[config.mk]
export PLATFORM = sky130hd
export DESIGN_NAME = bist_session_sequencer
export DESIGN_NICKNAME = d
export VERILOG_FILES = /design/src/rtl/bist_pkg.sv /design/src/rtl/bist_misr4.sv /design/src/rtl/bist_session_sequencer.sv
export SDC_FILE = /design/constraint.sdc
export NUM_CORES = 1
export LEC_CHECK = 0
export CAP_MARGIN = 25
export CORE_UTILIZATION = 51
export CTS_CLUSTER_DIAMETER = 100
export DETAILED_ROUTE_END_ITERATION = 6
export MAX_ROUTING_LAYER = met4
export PLACE_DENSITY = 0.87
export RECOVER_POWER = 50
export SLEW_MARGIN = 20
export SYNTH_ARGS = -nofsm -noshare
export SYNTH_HDL_FRONTEND = slang
export SYNTH_SLANG_ARGS = --single-unit
[constraint.sdc]
create_clock -name clock -period 3.3 [get_ports clock]
set_input_delay 0.495 -clock clock [delete_from_list [all_inputs] [get_ports clock]]
set_output_delay 0.495 -clock clock [all_outputs]
set_load 0.02 [all_outputs]
[src/rtl/bist_pkg.sv]
// Shared types and constants for the full-adder BIST session sequencer.
// Included by the sequencer top and its MISR sub-block.
package bist_pkg;

    localparam int PAT_W = 3;
    localparam int SIG_W = 4;

    // x^4 + x + 1: feedback from bit 3 lands on bits 0 and 1
    localparam logic [SIG_W-1:0] MISR_TAPS = 4'b0011;
    localparam logic [SIG_W-1:0] DEFAULT_GOLDEN_SIG = 4'hB;

    typedef enum logic [2:0] {
        IDLE,
        INIT,
        APPLY,
        CAPTURE,
        COMPARE,
        HOLD
    } state_t;

endpackage

[src/rtl/bist_misr4.sv]
// 4-bit multiple-input signature register, 2-bit parallel input {cout,sum}.
// Load returns it to the seed; enable shifts in one response.
module bist_misr4
    import bist_pkg::*;
#(
    parameter logic [SIG_W-1:0] SEED = '0
) (
    input  logic             clock,
    input  logic             reset,
    input  logic             load,
    input  logic             enable,
    input  logic [1:0]       din,
    output logic [SIG_W-1:0] q
);

    logic [SIG_W-1:0] r_q;
    logic [SIG_W-1:0] w_next;

    assign w_next = {r_q[SIG_W-2:0], 1'b0}
                  ^ ({SIG_W{r_q[SIG_W-1]}} & MISR_TAPS)
                  ^ {{(SIG_W-2){1'b0}}, din};

    always_ff @(posedge clock) begin
        if (reset) begin
            r_q <= SEED;
        end else if (load) begin
            r_q <= SEED;
        end else if (enable) begin
            r_q <= w_next;
        end
    end

    assign q = r_q;

endmodule

[src/rtl/bist_session_sequencer.sv]
// Runs one exhaustive self-test session on an external full adder and
// reports a MISR signature with pass/fail and a start/done handshake.
module bist_session_sequencer
    import bist_pkg::*;
#(
    parameter int               NUM_PATTERNS = 8,
    parameter logic [SIG_W-1:0] GOLDEN_SIG   = DEFAULT_GOLDEN_SIG,
    parameter logic [SIG_W-1:0] MISR_SEED    = 4'h0
) (
    input  logic             clock,
    input  logic             reset,
    input  logic             testmode,
    input  logic             start,
    input  logic [PAT_W-1:0] func_abc,
    output logic [PAT_W-1:0] cut_abc,
    input  logic             cut_sum,
    input  logic             cut_cout,
    output logic             busy,
    output logic             done,
    output logic             pass,
    output logic             fault_detected,
    output logic [SIG_W-1:0] signature,
    output logic [PAT_W-1:0] pattern_idx
);

    localparam logic [PAT_W-1:0] LAST_IDX = PAT_W'(NUM_PATTERNS - 1);

    state_t           r_state;
    state_t           w_next;
    logic             w_init;
    logic             w_cap;
    logic             w_cmp;
    logic             w_last;
    logic [SIG_W-1:0] w_misr;

    logic [PAT_W-1:0] r_idx;
    logic [SIG_W-1:0] r_sig;
    logic             r_pass;
    logic             r_fault;
    logic             r_done;

    assign w_last = (r_idx == LAST_IDX);

    always_ff @(posedge clock) begin
        if (reset) begin
            r_state <= IDLE;
        end else begin
            r_state <= w_next;
        end
    end

    // INIT clears results even when aborting, so an abort never leaves stale pass
    always_comb begin
        w_next = r_state;
        w_init = 1'b0;
        w_cap  = 1'b0;
        w_cmp  = 1'b0;
        unique case (r_state)
            IDLE: begin
                if (testmode && start) w_next = INIT;
            end
            INIT: begin
                w_init = 1'b1;
                w_next = testmode ? APPLY : IDLE;
            end
            APPLY: begin
                w_next = testmode ? CAPTURE : IDLE;
            end
            CAPTURE: begin
                if (!testmode) begin
                    w_next = IDLE;
                end else begin
                    w_cap  = 1'b1;
                    w_next = w_last ? COMPARE : APPLY;
                end
            end
            COMPARE: begin
                w_cmp  = 1'b1;
                w_next = HOLD;
            end
            HOLD: begin
                if (!testmode) begin
                    w_next = IDLE;
                end else if (start) begin
                    w_next = INIT;
                end
            end
            default: w_next = IDLE;
        endcase
    end

    bist_misr4 #(
        .SEED(MISR_SEED)
    ) u_misr (
        .clock  (clock),
        .reset  (reset),
        .load   (w_init),
        .enable (w_cap),
        .din    ({cut_cout, cut_sum}),
        .q      (w_misr)
    );

    always_ff @(posedge clock) begin
        if (reset) begin
            r_idx   <= '0;
            r_sig   <= '0;
            r_pass  <= 1'b0;
            r_fault <= 1'b0;
            r_done  <= 1'b0;
        end else begin
            r_done <= w_cmp;
            if (w_init) begin
                r_idx   <= '0;
                r_pass  <= 1'b0;
                r_fault <= 1'b0;
            end
            if (w_cap && !w_last) begin
                r_idx <= r_idx + 1'b1;
            end
            if (w_cmp) begin
                r_sig   <= w_misr;
                r_pass  <= (w_misr == GOLDEN_SIG);
                r_fault <= (w_misr != GOLDEN_SIG);
            end
        end
    end

    assign busy = (r_state == INIT) || (r_state == APPLY)
               || (r_state == CAPTURE) || (r_state == COMPARE);

    assign cut_abc = (!testmode && r_state == IDLE) ? func_abc : r_idx;

    assign done           = r_done;
    assign pass           = r_pass;
    assign fault_detected = r_fault;
    assign signature      = r_sig;
    assign pattern_idx    = r_idx;

endmodule

Word-level counts from Yosys, hierarchy flattened
Cells that the tools add are included.

cells by class
  muxes and demuxes = 18
  reductions and logical operators = 13
  multipliers = 0
  div/mod/pow operators = 0
  $lt $le $gt $ge = 0
  equal/unequal tests = 10
  add/subtract/negate cells = 1
  shift-type cells = 0
  bitwise logic cells = 2

operators with widths
  cell                   number
  $mux W3                8
  $pmux W3 S6            1
  $eq A3 B3 Y1 const B   3
  $xor A4 B2 Y4          2
  $mux W1                7
  $eq A3 B2 Y1 const B   2
  $eq A4 B4 Y1 const B   1
  $mux W2                2
  $ne A4 B4 Y1 const B   1
  $reduce_bool A2 Y1     2
  $add A3 B1 Y3 const B  1
  $eq A3 B1 Y1 const B   1
  $logic_and A1 B1 Y1    3
  $logic_not A3 Y1       1
  $logic_or A1 B1 Y1     3
  $ne A3 B3 Y1 const B   1
  $logic_not A1 Y1       2
  $ne A2 B2 Y1 const B   1
  $reduce_and A2 Y1      1
  $reduce_or A2 Y1       1

word-level totals
  memories = 0
  latch bits = 0
  word-level logic and storage cells = 51
  output and inout port bits = 14
  RAM bits = 0
  bits in registers = 17
  bits in read-only memories = 0

Longest topological paths before layout
  depth in word-level cells = 4
  gate-level depth with buffers = 5
  mapped depth without buffers = 5

Hierarchy
From an unflattened synthesis, not the netlist that was laid out.

unflattened totals
  cells, all modules = 84
  area, all modules = 875.8 um^2

by module, submodules not included
  module                  times used  area each (um^2)  cells each
  bist_session_sequencer  1           674.4             67
  bist_misr4              1           201.4             17

Worst setup path after synthesis
No wires, ideal clock.

  path type = input -> output
  start = in testmode
  end = out cut_abc[0]
  slack = 1533 ps
  required time = 2805 ps
  data arrival time = 1272 ps
  stages on the path = 3
  path buffers = 1
  cell sequence = buf_4 > nor4_4 > mux2_1

on the way
  word-level cells in the longest chain between the ends = 3

RTL lines
  element              line                           text
  from (decl)          bist_session_sequencer.sv:12   input logic testmode,
  $logic_not A1 Y1     bist_session_sequencer.sv:131  assign cut_abc = (!testmode && r_state == IDLE) ? func_abc : r_idx;
  $logic_and A1 B1 Y1  bist_session_sequencer.sv:131
  $mux W3              bist_session_sequencer.sv:131
  to (decl)            bist_session_sequencer.sv:15   output logic [PAT_W-1:0] cut_abc,

Every way passes these cells.

Final worst setup path
Ends and elaborated chain as after synthesis.

==> impl_metrics.csv <==
group,metric,value,unit
placed_design,dp_hpwl,1350,µm
synth,synth-simple-area-share,28.0,%
timing,setup_viol,0,
clock_tree,cts_sinks,17,
finish,seqCellArea,340,µm²
global_routing,gr-usage-met2,36.5,%
critical_path,critPathKind,"in2out",
job,cap_violations,0,
pwr,power.leakage,0.000398,µW
route,drt_first_pass_iters,6,
synth,yosys.area.top_type,"dfxtp_1",
synth,synthTopCellsByCount,"17 x dfxtp_1, 14 x nand2_1, 13 x a21oi_1",
route,num_vias,770,
clock_tree,h-tree-depth,1,
clock_tree,cts_buffers,3,
synth,netlist-cell-type-count,35,
finish,syn_to_final_growth,24.0,%
global_routing,grt_max_degree,16,
route,viasPerCell,5.50,
global_routing,antenna_found_initial,0,
synth,syn-cell-area,911,µm²
timing,tightest_slew,587,ps
synth,synth_area_per_cell,9.29,µm²
die,rows,14,
die,start_util,57.1,%
timing,achievable-frequency,348,MHz
timing,timing.final.crit_share,87.1,%
placed_design,io_buffers,22,
die,die_w,44.3,µm
clock_tree,cts-root-buf,"clkbuf_4",
clock_tree,ctsHoldBuffers,0,
global_routing,grt_pass1_vias,691,
route,post_drt_wl_per_cell,13.1,µm
finish,fillCellCount,122,
global_routing,use_met3,4.90,%
synth,async_reset_ff_share,0,%
finish,multi_input_area,508,µm²
timing,rsz0062_at_grt,"false",
placed_design,pre_cts_ws,476,ps
finish,n_antenna_cell,0,
pwr,ir_drop,217,µV
critical_path,worst_path_largest_cell_delay,700,ps
hold_path,hold_path_class,"reg2reg",
synth,ys.flop_type,"dfxtp_1",
timing,fin_skew,4.08,ps
die,coreArea,1590,µm²
timing,relSlewSlack,60.8,%
run_status,violations,"DRC",
clock_tree,clk_latency,300,ps
global_routing,gr-usage-met1,26.8,%
clock_tree,cts_buffer_depth,2,
critical_path,start_kind,"input port",
route,route.detailed.drc,2,
critical_path,crit_arrival,2380,ps
synth,muxShareOfSynthArea,3.71,%
global_routing,top_usage_layer,"met2",
route,wl,1840,µm
timing,hold_violations,0,
synth,yosysWarnings,0,
synth,synth_top_area_share,37.4,%
synth,synth-edff-count,0,
synth,syn_inst,98,
global_routing,grt-ovfl-total,0,
synth,yosysMostFrequentCell,"dfxtp_1",
critical_path,cp_max_fo,9,
route,ant_nets,0,
critical_path,required,2800,ps
global_routing,grt_pass1_wl,3120,µm
run_status,outcome,"complete, but fails checks",
pwr,p_per_area,319,nW/µm²
synth,synth_compound_area_share,17.2,%
synth,synth_seq_cells,17,
timing,tns,0,ps
clock_tree,post_cts_resized,0,
clock_tree,clk_pin_slew_worst_paths,100,ps
placed_design,globalplace.congestion,0.728,
pwr,total_power,361,µW
synth,synth_top_family_by_area,"simple AND/OR/NAND/NOR gates",
finish,drive_gt1_share,7.76,%
synth,synth-adder-area-share,2.75,%
die,ios,23,
timing,drv_slew,0,
synth,ys_seq_area_share,37.4,%
clock_tree,postCtsSetupRepairBufs,0,
finish,nets,128,
finish,fin_area,1130,µm²
critical_path,crit_slowest_cell,"dlygate4sd3_1",
timing,finalCriticalPeriod,2870,ps
die,fp.dieH,44.3,µm
critical_path,crit_chain,"dlygate4sd3_1 -> nor4_4 -> mux2_1 -> clkdlybuf4s50_1",
die,dieArea,1960,µm²
critical_path,critPathCaptureType,"primary output",
route,drt-initial-drc-count,24,
global_routing,grt_use_total,22.9,%
synth,postSynthNetCount,109,
placed_design,postPlaceCellArea,1110,µm²
critical_path,worst-path-buf-inv,2,
synth,synthTopCellsByArea,"dfxtp_1 37%, a21oi_1 7.1%, nand2_1 5.8%, mux2_1 3.7%, o211ai_1 3.3%",
timing,finalWorstSetupSlack,427,ps
clock_tree,cts_tree,"yes",
synth,synth-xor-area-share,4.53,%
critical_path,path_delay_family,"buffers and inverters",
[worst reg2reg max path, cell delays in order, from the launching register on]
cell and delay [ps]:
dfxtp_1 710, or3b_1 520, nand2b_1 190, a211oi_1 60
[cell usage in the layout, fill, tap and decap left out]
master	netlist	layout
xor3_1	1	1
dlygate4sd3_1	0	2
nor4_4	1	1
o21ai_0	0	1
or3_1	1	1
dfxtp_1	17	17
nor2_1	4	4
nand4b_4	1	1
nand3b_1	2	2
or3b_1	3	3
and4b_1	1	1
o211ai_1	4	4
mux2_1	3	3
xnor2_1	2	2
nand2_1	14	14
nand2b_1	2	2
nand4_1	1	1
nor4b_1	1	1
clkbuf_4	0	3
inv_1	1	1
nor3b_2	1	1
a21oi_1	13	14
nor3b_1	1	1
clkinv_2	0	1
ha_1	2	2
a211oi_1	1	1
nand3_1	5	5
a31o_1	1	1
clkdlybuf4s50_1	0	20
nor2b_1	1	1
a211o_1	1	1
a22oi_1	1	1
nor2_2	1	1
a311oi_2	1	1
[cell type report]
type,instances,area share (%)
Timing Repair Buffer,22,19.5
Clock inverter,1,0.443
Tap cell,24,2.66
Multi-Input combinational cell,72,45.0
Sequential cell,17,30.1
Clock buffer,3,1.99
Inverter,1,0.332
[metal layers]
layer  vias to the layer above  wire [µm]
met3                         4         49
met1                       357        843
li1                        390          -
met4                         0         40
met2                        19        903
met5                         -          0
[kinds of logic (layout without fill, tap and decap cells)]
group                    after synthesis  in the layout
AND/OR/NAND/NOR                       40             40
AO/OA/AOI/OAI                         24             24
flip-flops                            17             17
buffers and inverters                  9             27
XOR/XNOR                               3              3
multiplexers                           3              3
adder cells (fa/ha/maj)                2              2
[metrics by stage]
stage,hold slack (ps),utilization [%],cells
floorplan,459,-,98
global placement,443,69.4,136
detailed placement,449,69.4,136
CTS,464,71.1,140
global route,473,70.9,140
finish,460,70.9,140
[where the power goes]
group	switching [µW]	internal (µW)
Clock	70.1	45.2
Combinational	16.9	20.1
Sequential	2.98	206
[sequential cells by signal, summed over array words and instances (netlist names)]
| register | cells |
|---|---|
| signature | 4 |
| done | 1 |
| fault_detected | 1 |
| r_state | 3 |
| pattern_idx | 3 |
| u_misr.q | 4 |
| pass | 1 |
[worst paths after layout]
check	startpoint	to	slack, ps	cells past startpoint
worst max-delay path	testmode	cut_abc[0]	430	4
worst min-delay path	signature[0]$_SDFFE_PP0P_	signature[0]$_SDFFE_PP0P_	460	2
worst max register to register	r_state[0]$_SDFFE_PP0P_	u_misr.q[0]$_SDFFE_PP0P_	1700	3
worst min register to register	signature[0]$_SDFFE_PP0P_	signature[0]$_SDFFE_PP0P_	460	2
Power figures use the tool's default switching activity.
